### src/rtl/memref_rd_stream_if.sv
// rtl/memref_rd_stream_if.sv - memref_rd read port plus output word stream of memref_rd_stream
// master: the sequencer; slave: the memory port / stream consumer side.
interface memref_rd_stream_if #(
    parameter int WIDTH = 32,
    parameter int SIZE  = 8
);
    localparam int AW = $clog2(SIZE);

    logic             rd_en;
    logic [AW-1:0]    addr;
    logic             dout_valid;
    logic [WIDTH-1:0] dout;
    logic             out_valid;
    logic             out_ready;
    logic [WIDTH-1:0] out_data;
    logic             out_last;

    modport master (
        output rd_en, addr, out_valid, out_data, out_last,
        input  dout_valid, dout, out_ready
    );

    modport slave (
        input  rd_en, addr, out_valid, out_data, out_last,
        output dout_valid, dout, out_ready
    );
endinterface

### src/rtl/memref_rd_stream.sv
// rtl/memref_rd_stream.sv - burst read sequencer turning a fixed-latency memref_rd port into a valid/ready stream
// Optional protocol checking (sticky err) is built when MEMREF_RD_STREAM_CHECK_EN is defined.
module memref_rd_stream #(
    parameter int WIDTH = 32,
    parameter int SIZE  = 8,
    parameter int DEPTH = 4,
    localparam int AW   = $clog2(SIZE)
) (
    input  logic          clk,
    input  logic          rst,
    input  logic          start,
    input  logic [AW-1:0] base_addr,
    input  logic [AW:0]   count,
    output logic          busy,
    output logic          done,
    output logic          err,
    memref_rd_stream_if.master bus
);
    localparam int PW = $clog2(DEPTH);
    localparam int CW = PW + 1;
    localparam logic [AW:0]   CNT_ONE = 1;
    localparam logic [AW-1:0] ADDR_ONE = 1;
    localparam logic [CW-1:0] OCC_ONE = 1;
    localparam logic [PW-1:0] PTR_ONE = 1;

    typedef enum logic [1:0] {
        S_IDLE,
        S_ISSUE,
        S_DRAIN,
        S_DONE
    } state_t;

    state_t state_q, state_d;

    logic [AW:0]      count_q;
    logic [AW:0]      issued_q;
    logic [AW:0]      pushed_q;
    logic [AW-1:0]    addr_q;
    logic             inflight_q;
    logic             rd_en;
    logic [WIDTH-1:0] mem_q [DEPTH];
    logic [DEPTH-1:0] last_q;
    logic [PW-1:0]    wr_ptr_q;
    logic [PW-1:0]    rd_ptr_q;
    logic [CW-1:0]    occ_q;
    logic             empty;
    logic             full;
    logic             push;
    logic             pop;
    logic             start_ok;

    assign empty    = (occ_q == '0);
    assign full     = (occ_q == CW'(DEPTH));
    assign start_ok = (state_q == S_IDLE) && start;
    assign pop      = bus.out_valid && bus.out_ready;
    // Data with no outstanding request (e.g. issued before a reset) is dropped.
    assign push     = bus.dout_valid && inflight_q && (!full || pop);

    assign bus.rd_en     = rd_en;
    assign bus.addr      = addr_q;
    assign bus.out_valid = !empty;
    assign bus.out_data  = mem_q[rd_ptr_q];
    assign bus.out_last  = !empty && last_q[rd_ptr_q];
    assign busy          = (state_q == S_ISSUE) || (state_q == S_DRAIN);
    assign done          = (state_q == S_DONE);

    always_comb begin
        state_d = state_q;
        rd_en   = 1'b0;
        case (state_q)
            S_IDLE: begin
                if (start) begin
                    state_d = (count == '0) ? S_DONE : S_ISSUE;
                end
            end
            S_ISSUE: begin
                // Reserve a slot for the read in flight so the FIFO cannot overflow.
                if ((occ_q + {{(CW-1){1'b0}}, inflight_q}) < CW'(DEPTH)) begin
                    rd_en = 1'b1;
                    if ((issued_q + CNT_ONE) == count_q) begin
                        state_d = S_DRAIN;
                    end
                end
            end
            S_DRAIN: begin
                // The final word leaving implies an empty FIFO and nothing in flight.
                if (pop && bus.out_last) begin
                    state_d = S_DONE;
                end
            end
            S_DONE:  state_d = S_IDLE;
            default: state_d = S_IDLE;
        endcase
    end

    always_ff @(posedge clk or posedge rst) begin
        if (rst) begin
            state_q    <= S_IDLE;
            count_q    <= '0;
            issued_q   <= '0;
            pushed_q   <= '0;
            addr_q     <= '0;
            inflight_q <= 1'b0;
        end else begin
            state_q    <= state_d;
            inflight_q <= rd_en;
            if (start_ok) begin
                count_q  <= count;
                addr_q   <= base_addr;
                issued_q <= '0;
                pushed_q <= '0;
            end else begin
                if (rd_en) begin
                    issued_q <= issued_q + CNT_ONE;
                    addr_q   <= (addr_q == AW'(SIZE - 1)) ? '0 : addr_q + ADDR_ONE;
                end
                if (push) begin
                    pushed_q <= pushed_q + CNT_ONE;
                end
            end
        end
    end

    always_ff @(posedge clk or posedge rst) begin
        if (rst) begin
            for (int i = 0; i < DEPTH; i++) begin
                mem_q[i] <= '0;
            end
            last_q   <= '0;
            wr_ptr_q <= '0;
            rd_ptr_q <= '0;
            occ_q    <= '0;
        end else begin
            if (push) begin
                mem_q[wr_ptr_q]  <= bus.dout;
                last_q[wr_ptr_q] <= ((pushed_q + CNT_ONE) == count_q);
                wr_ptr_q         <= wr_ptr_q + PTR_ONE;
            end
            if (pop) begin
                rd_ptr_q <= rd_ptr_q + PTR_ONE;
            end
            case ({push, pop})
                2'b10:   occ_q <= occ_q + OCC_ONE;
                2'b01:   occ_q <= occ_q - OCC_ONE;
                default: occ_q <= occ_q;
            endcase
        end
    end

`ifdef MEMREF_RD_STREAM_CHECK_EN
    logic err_q;

    always_ff @(posedge clk or posedge rst) begin
        if (rst) begin
            err_q <= 1'b0;
        end else begin
            if (bus.dout_valid && !inflight_q) begin
                err_q <= 1'b1;
                $error("memref_rd_stream: dout_valid with no read in flight");
            end
            if (bus.dout_valid && full && !pop) begin
                err_q <= 1'b1;
                $error("memref_rd_stream: push into full FIFO");
            end
            if (start && busy) begin
                err_q <= 1'b1;
                $error("memref_rd_stream: start while busy");
            end
        end
    end

    assign err = err_q;
`else
    assign err = 1'b0;
`endif
endmodule

### src/flat_wrapper.sv
// flat-port wrapper written by rule: the top's interface ports become plain ports
module memref_rd_stream_flat 
#(
    parameter int WIDTH = 32,
    parameter int SIZE  = 8,
    parameter int DEPTH = 4,
    localparam int AW   = $clog2(SIZE)
)
  (clk, rst, start, base_addr, count, busy, done, err, bus_rd_en, bus_addr, bus_out_valid, bus_out_data, bus_out_last, bus_dout_valid, bus_dout, bus_out_ready);
  memref_rd_stream_if #(.WIDTH(WIDTH), .SIZE(SIZE)) bus_i ();
  input  logic clk;
  input  logic rst;
  input  logic start;
  input  logic [AW-1:0] base_addr;
  input  logic [AW:0] count;
  output logic busy;
  output logic done;
  output logic err;
  output wire logic [$bits(bus_i.rd_en)-1:0] bus_rd_en;
  output wire logic [$bits(bus_i.addr)-1:0] bus_addr;
  output wire logic [$bits(bus_i.out_valid)-1:0] bus_out_valid;
  output wire logic [$bits(bus_i.out_data)-1:0] bus_out_data;
  output wire logic [$bits(bus_i.out_last)-1:0] bus_out_last;
  input wire logic [$bits(bus_i.dout_valid)-1:0] bus_dout_valid;
  input wire logic [$bits(bus_i.dout)-1:0] bus_dout;
  input wire logic [$bits(bus_i.out_ready)-1:0] bus_out_ready;
  assign bus_rd_en = bus_i.rd_en;
  assign bus_addr = bus_i.addr;
  assign bus_out_valid = bus_i.out_valid;
  assign bus_out_data = bus_i.out_data;
  assign bus_out_last = bus_i.out_last;
  assign bus_i.dout_valid = bus_dout_valid;
  assign bus_i.dout = bus_dout;
  assign bus_i.out_ready = bus_out_ready;
  memref_rd_stream #(.WIDTH(WIDTH), .SIZE(SIZE), .DEPTH(DEPTH)) u_core (.clk(clk), .rst(rst), .start(start), .base_addr(base_addr), .count(count), .busy(busy), .done(done), .err(err), .bus(bus_i));
endmodule
### config.mk
export PLATFORM = sky130hd
export DESIGN_NAME = memref_rd_stream_flat
export DESIGN_NICKNAME = d
export VERILOG_FILES = /design/src/rtl/memref_rd_stream_if.sv /design/src/rtl/memref_rd_stream.sv /design/src/flat_wrapper.sv
export SDC_FILE = /design/constraint.sdc
export NUM_CORES = 1
export LEC_CHECK = 0
export CORE_MARGIN = 2
export CORE_UTILIZATION = 42
export CTS_CLUSTER_SIZE = 28
export DETAILED_ROUTE_END_ITERATION = 12
export PLACE_DENSITY = 0.72
export SYNTH_ARGS = -nofsm -noshare
export SYNTH_HDL_FRONTEND = slang
export SYNTH_SLANG_ARGS = --single-unit
### constraint.sdc
create_clock -name clk -period 14.5 [get_ports clk]
set_clock_uncertainty 0.2 [all_clocks]
set_input_delay 2.175 -clock clk [delete_from_list [all_inputs] [get_ports clk]]
set_output_delay 2.175 -clock clk [all_outputs]
set_load 0.02 [all_outputs]
==> out/metrics.yaml <==
dr.pass1.iters: 4
layout_min_cycle_time_ns: 5.29
layout.cells.non_filler: 790
port-buffer-count: 83
grt_pass1_wl_mm: 26.0
final.setup.tns_ns: 0
path_class: "reg -> out"
min_period_over_period: 0.365
peakVddDrop_v: 0.000139
dp.cells: 758
layout-drive-gt1-share: 0.374
grt_max_degree: 96
drt_iter0_drc: 176
crit_path_end_kind: "primary output"
grt_use_total: 0.173
cts-root-buf: "clkbuf_16"
syn-cell-area_um2: 7640
tritoncts: "built"
clkSinkCount: 157
slowest_stage: "dfrtp_2"
syn_nets: 526
path_cells: "buf_4, mux4_2, and2_1, clkdlybuf4s50_1"
synth_cells: 467
slew_violations: 0
cp_slowest_stage_delay_ns: 0.63
via_per_inst: 5.22
initial_core_util: 0.427
finalHoldViolCount: 0
slew_headroom: 0.347
cp_num_buf_inv: 2
area_growth_pct: 20.0
path_depth: 4
h-tree-depth: 4
finalNetCount: 607
drv_cap: 0
arrival_ns: 2.91
crit_fanout: 23
setup_viol: 0
grt_pass1_vias: 4697
worst_setup_path_start_kind: "register"
worst_slack_ns: 9.21
avgSynthCellArea_um2: 16.4
hold_ws_ns: 0.304
dieArea_um2: 19300
core_um2: 17900
postCtsSetupBuffers: 0
antenna_left: 0
pre_cts_ws_ns: 9.30
insertion_delay_ns: 0.42
ctsResizeCount: 0
antenna_cells: 0
rr_worst_depth: 4
clk_path_buf_depth: 2
synthDistinctLibCells: 38
die_w_um: 139
rsz0062_at_grt: "false"
whs_path_depth: 1
finalWirelength_mm: 15.5
numCtsBuffers: 17
p_leak_nw: 4.54
dp_hpwl_mm: 9.34
required_ns: 12.12
synth_seq_area_share: 0.514
die_y_um: 139
fp-row-count: 49
p_per_area_nw_per_um2: 127
grt_overflow: 0
vias: 4122
post-route-drc-count: 0
path_clk_slew_ns: 0.06
hp-class: "reg -> reg"
status: "finished clean"
max_slew.worst_pin.slew_ns: 0.979
clock.fmax_mhz: 189
critPathTopFamily: "buffers and inverters"
ys_warn_count: 0
gp_congestion: 0.751
ys_ff_latch: 157
ctsHoldBuffers: 0
io_pins: 85
wl_per_cell_um: 19.6
antenna_found_initial: 0
[cell type report]
| type | instances | area, um^2 |
|---|---|---|
| Multi-Input combinational cell | 276 | 3410 |
| Clock inverter | 11 | 178 |
| Clock buffer | 21 | 470 |
| Tap cell | 229 | 287 |
| Timing Repair Buffer | 85 | 846 |
| Inverter | 11 | 46.3 |
| Sequential cell | 157 | 3930 |
| Fill cell | 1477 | 8730 |
[flip-flops by register name (all words and copies together), names as in the netlist]
signal,count
u_core.last_q,4
u_core.rd_ptr_q,2
u_core.issued_q,4
u_core.pushed_q,4
u_core.occ_q,3
u_core.wr_ptr_q,2
u_core.inflight_q,1
u_core.mem_q,128
u_core.count_q,4
u_core.bus.addr,3
u_core.state_q,2
[synth_stat cells, drive strengths merged]
library cell | n | area share
xor2 | 13 | 0.016
nor4b | 1 | 0.0020
a21oi | 2 | 0.0013
mux4 | 33 | 0.097
buf | 18 | 0.032
nor2 | 12 | 0.0062
inv | 11 | 0.0054
xnor2 | 12 | 0.014
fa | 1 | 0.0026
nand4b | 1 | 0.0011
o21ai | 2 | 0.0013
nand2 | 28 | 0.021
mux2 | 132 | 0.24
and2 | 3 | 0.0028
conb | 1 | 0.00049
a221o | 1 | 0.0013
a31oi | 2 | 0.0016
clkbuf | 5 | 0.0025
nand4 | 1 | 0.00082
a21boi | 1 | 0.00098
nand3 | 5 | 0.0033
dfrtp | 157 | 0.51
ha | 14 | 0.023
and3 | 1 | 0.00082
mux2i | 5 | 0.0065
nor4 | 2 | 0.0016
or3 | 2 | 0.0016
nor3 | 1 | 0.00065
[routing by layer]
| layer | GRT usage | part of all wire |
|---|---|---|
| met1 | 0.221 | 0.44 |
| met2 | 0.289 | 0.51 |
| met3 | 0.0494 | 0.039 |
| met4 | 0.0500 | 0.012 |
| met5 | 0 | 0 |
[final timing paths]
check	from	end	slack (ns)
worst max-delay path	u_core.rd_ptr_q[0]$_DFFE_PP0P_	bus_out_last	9.21
worst min-delay path	u_core.mem_q[90]$_DFFE_PP0P_	u_core.mem_q[90]$_DFFE_PP0P_	0.30
max in group asynchronous	rst	u_core.rd_ptr_q[0]$_DFFE_PP0P_	10.63
worst min register to register	u_core.mem_q[90]$_DFFE_PP0P_	u_core.mem_q[90]$_DFFE_PP0P_	0.30
worst max register to register	u_core.occ_q[2]$_DFFE_PP0P_	u_core.mem_q[67]$_DFFE_PP0P_	11.49
min in group asynchronous	rst	u_core.occ_q[0]$_DFFE_PP0P_	2.09
[layout by cell type, fill, tap and decap left out, drive strengths merged, types with 2 or more instances in the layout]
| cell | instances |
|---|---|
| dfrtp | 157 |
| mux2 | 132 |
| clkdlybuf4s50 | 83 |
| mux4 | 33 |
| nand2 | 28 |
| clkbuf | 21 |
| inv | 15 |
| ha | 14 |
| xor2 | 13 |
| xnor2 | 12 |
| nor2 | 12 |
| nand3 | 5 |
| mux2i | 5 |
| bufinv | 4 |
| clkinvlp | 3 |
| and2 | 3 |
| nor4 | 2 |
| or3 | 2 |
| a21oi | 2 |
| a31oi | 2 |
| o21ai | 2 |
| buf | 2 |
[power by group]
group	internal [W]	leakage [nW]	switching [W]	total, W
logic	0.000101	2.10	0.0000817	0.000183
clock network	0.000304	0.307	0.000183	0.000488
registers	0.000451	2.13	0.0000432	0.000494
total	0.000857	4.54	0.000308	0.00116
[metrics by stage]
stage	total power (W)	util	cell area [um^2]
5_1_grt	0.00122	0.512	9170
3_3_place_gp	0.000684	0.476	8520
3_5_place_dp	0.000689	0.476	8520
2_1_floorplan	0.000616	-	7640
6_report	0.00116	0.512	9170
4_1_cts	0.00118	0.512	9170
[cell families after synthesis]
group / count (synthesis) / synth area share
buffers and inverters: 34 / 0.0398
adder cells (fa/ha/maj): 15 / 0.0255
flip-flops: 157 / 0.514
other: 1 / 0.000491
AO/OA/AOI/OAI: 8 / 0.00655
XOR/XNOR: 25 / 0.0296
AND/OR/NAND/NOR: 57 / 0.0417
multiplexers: 170 / 0.342
(Power assumes the default switching activity.)
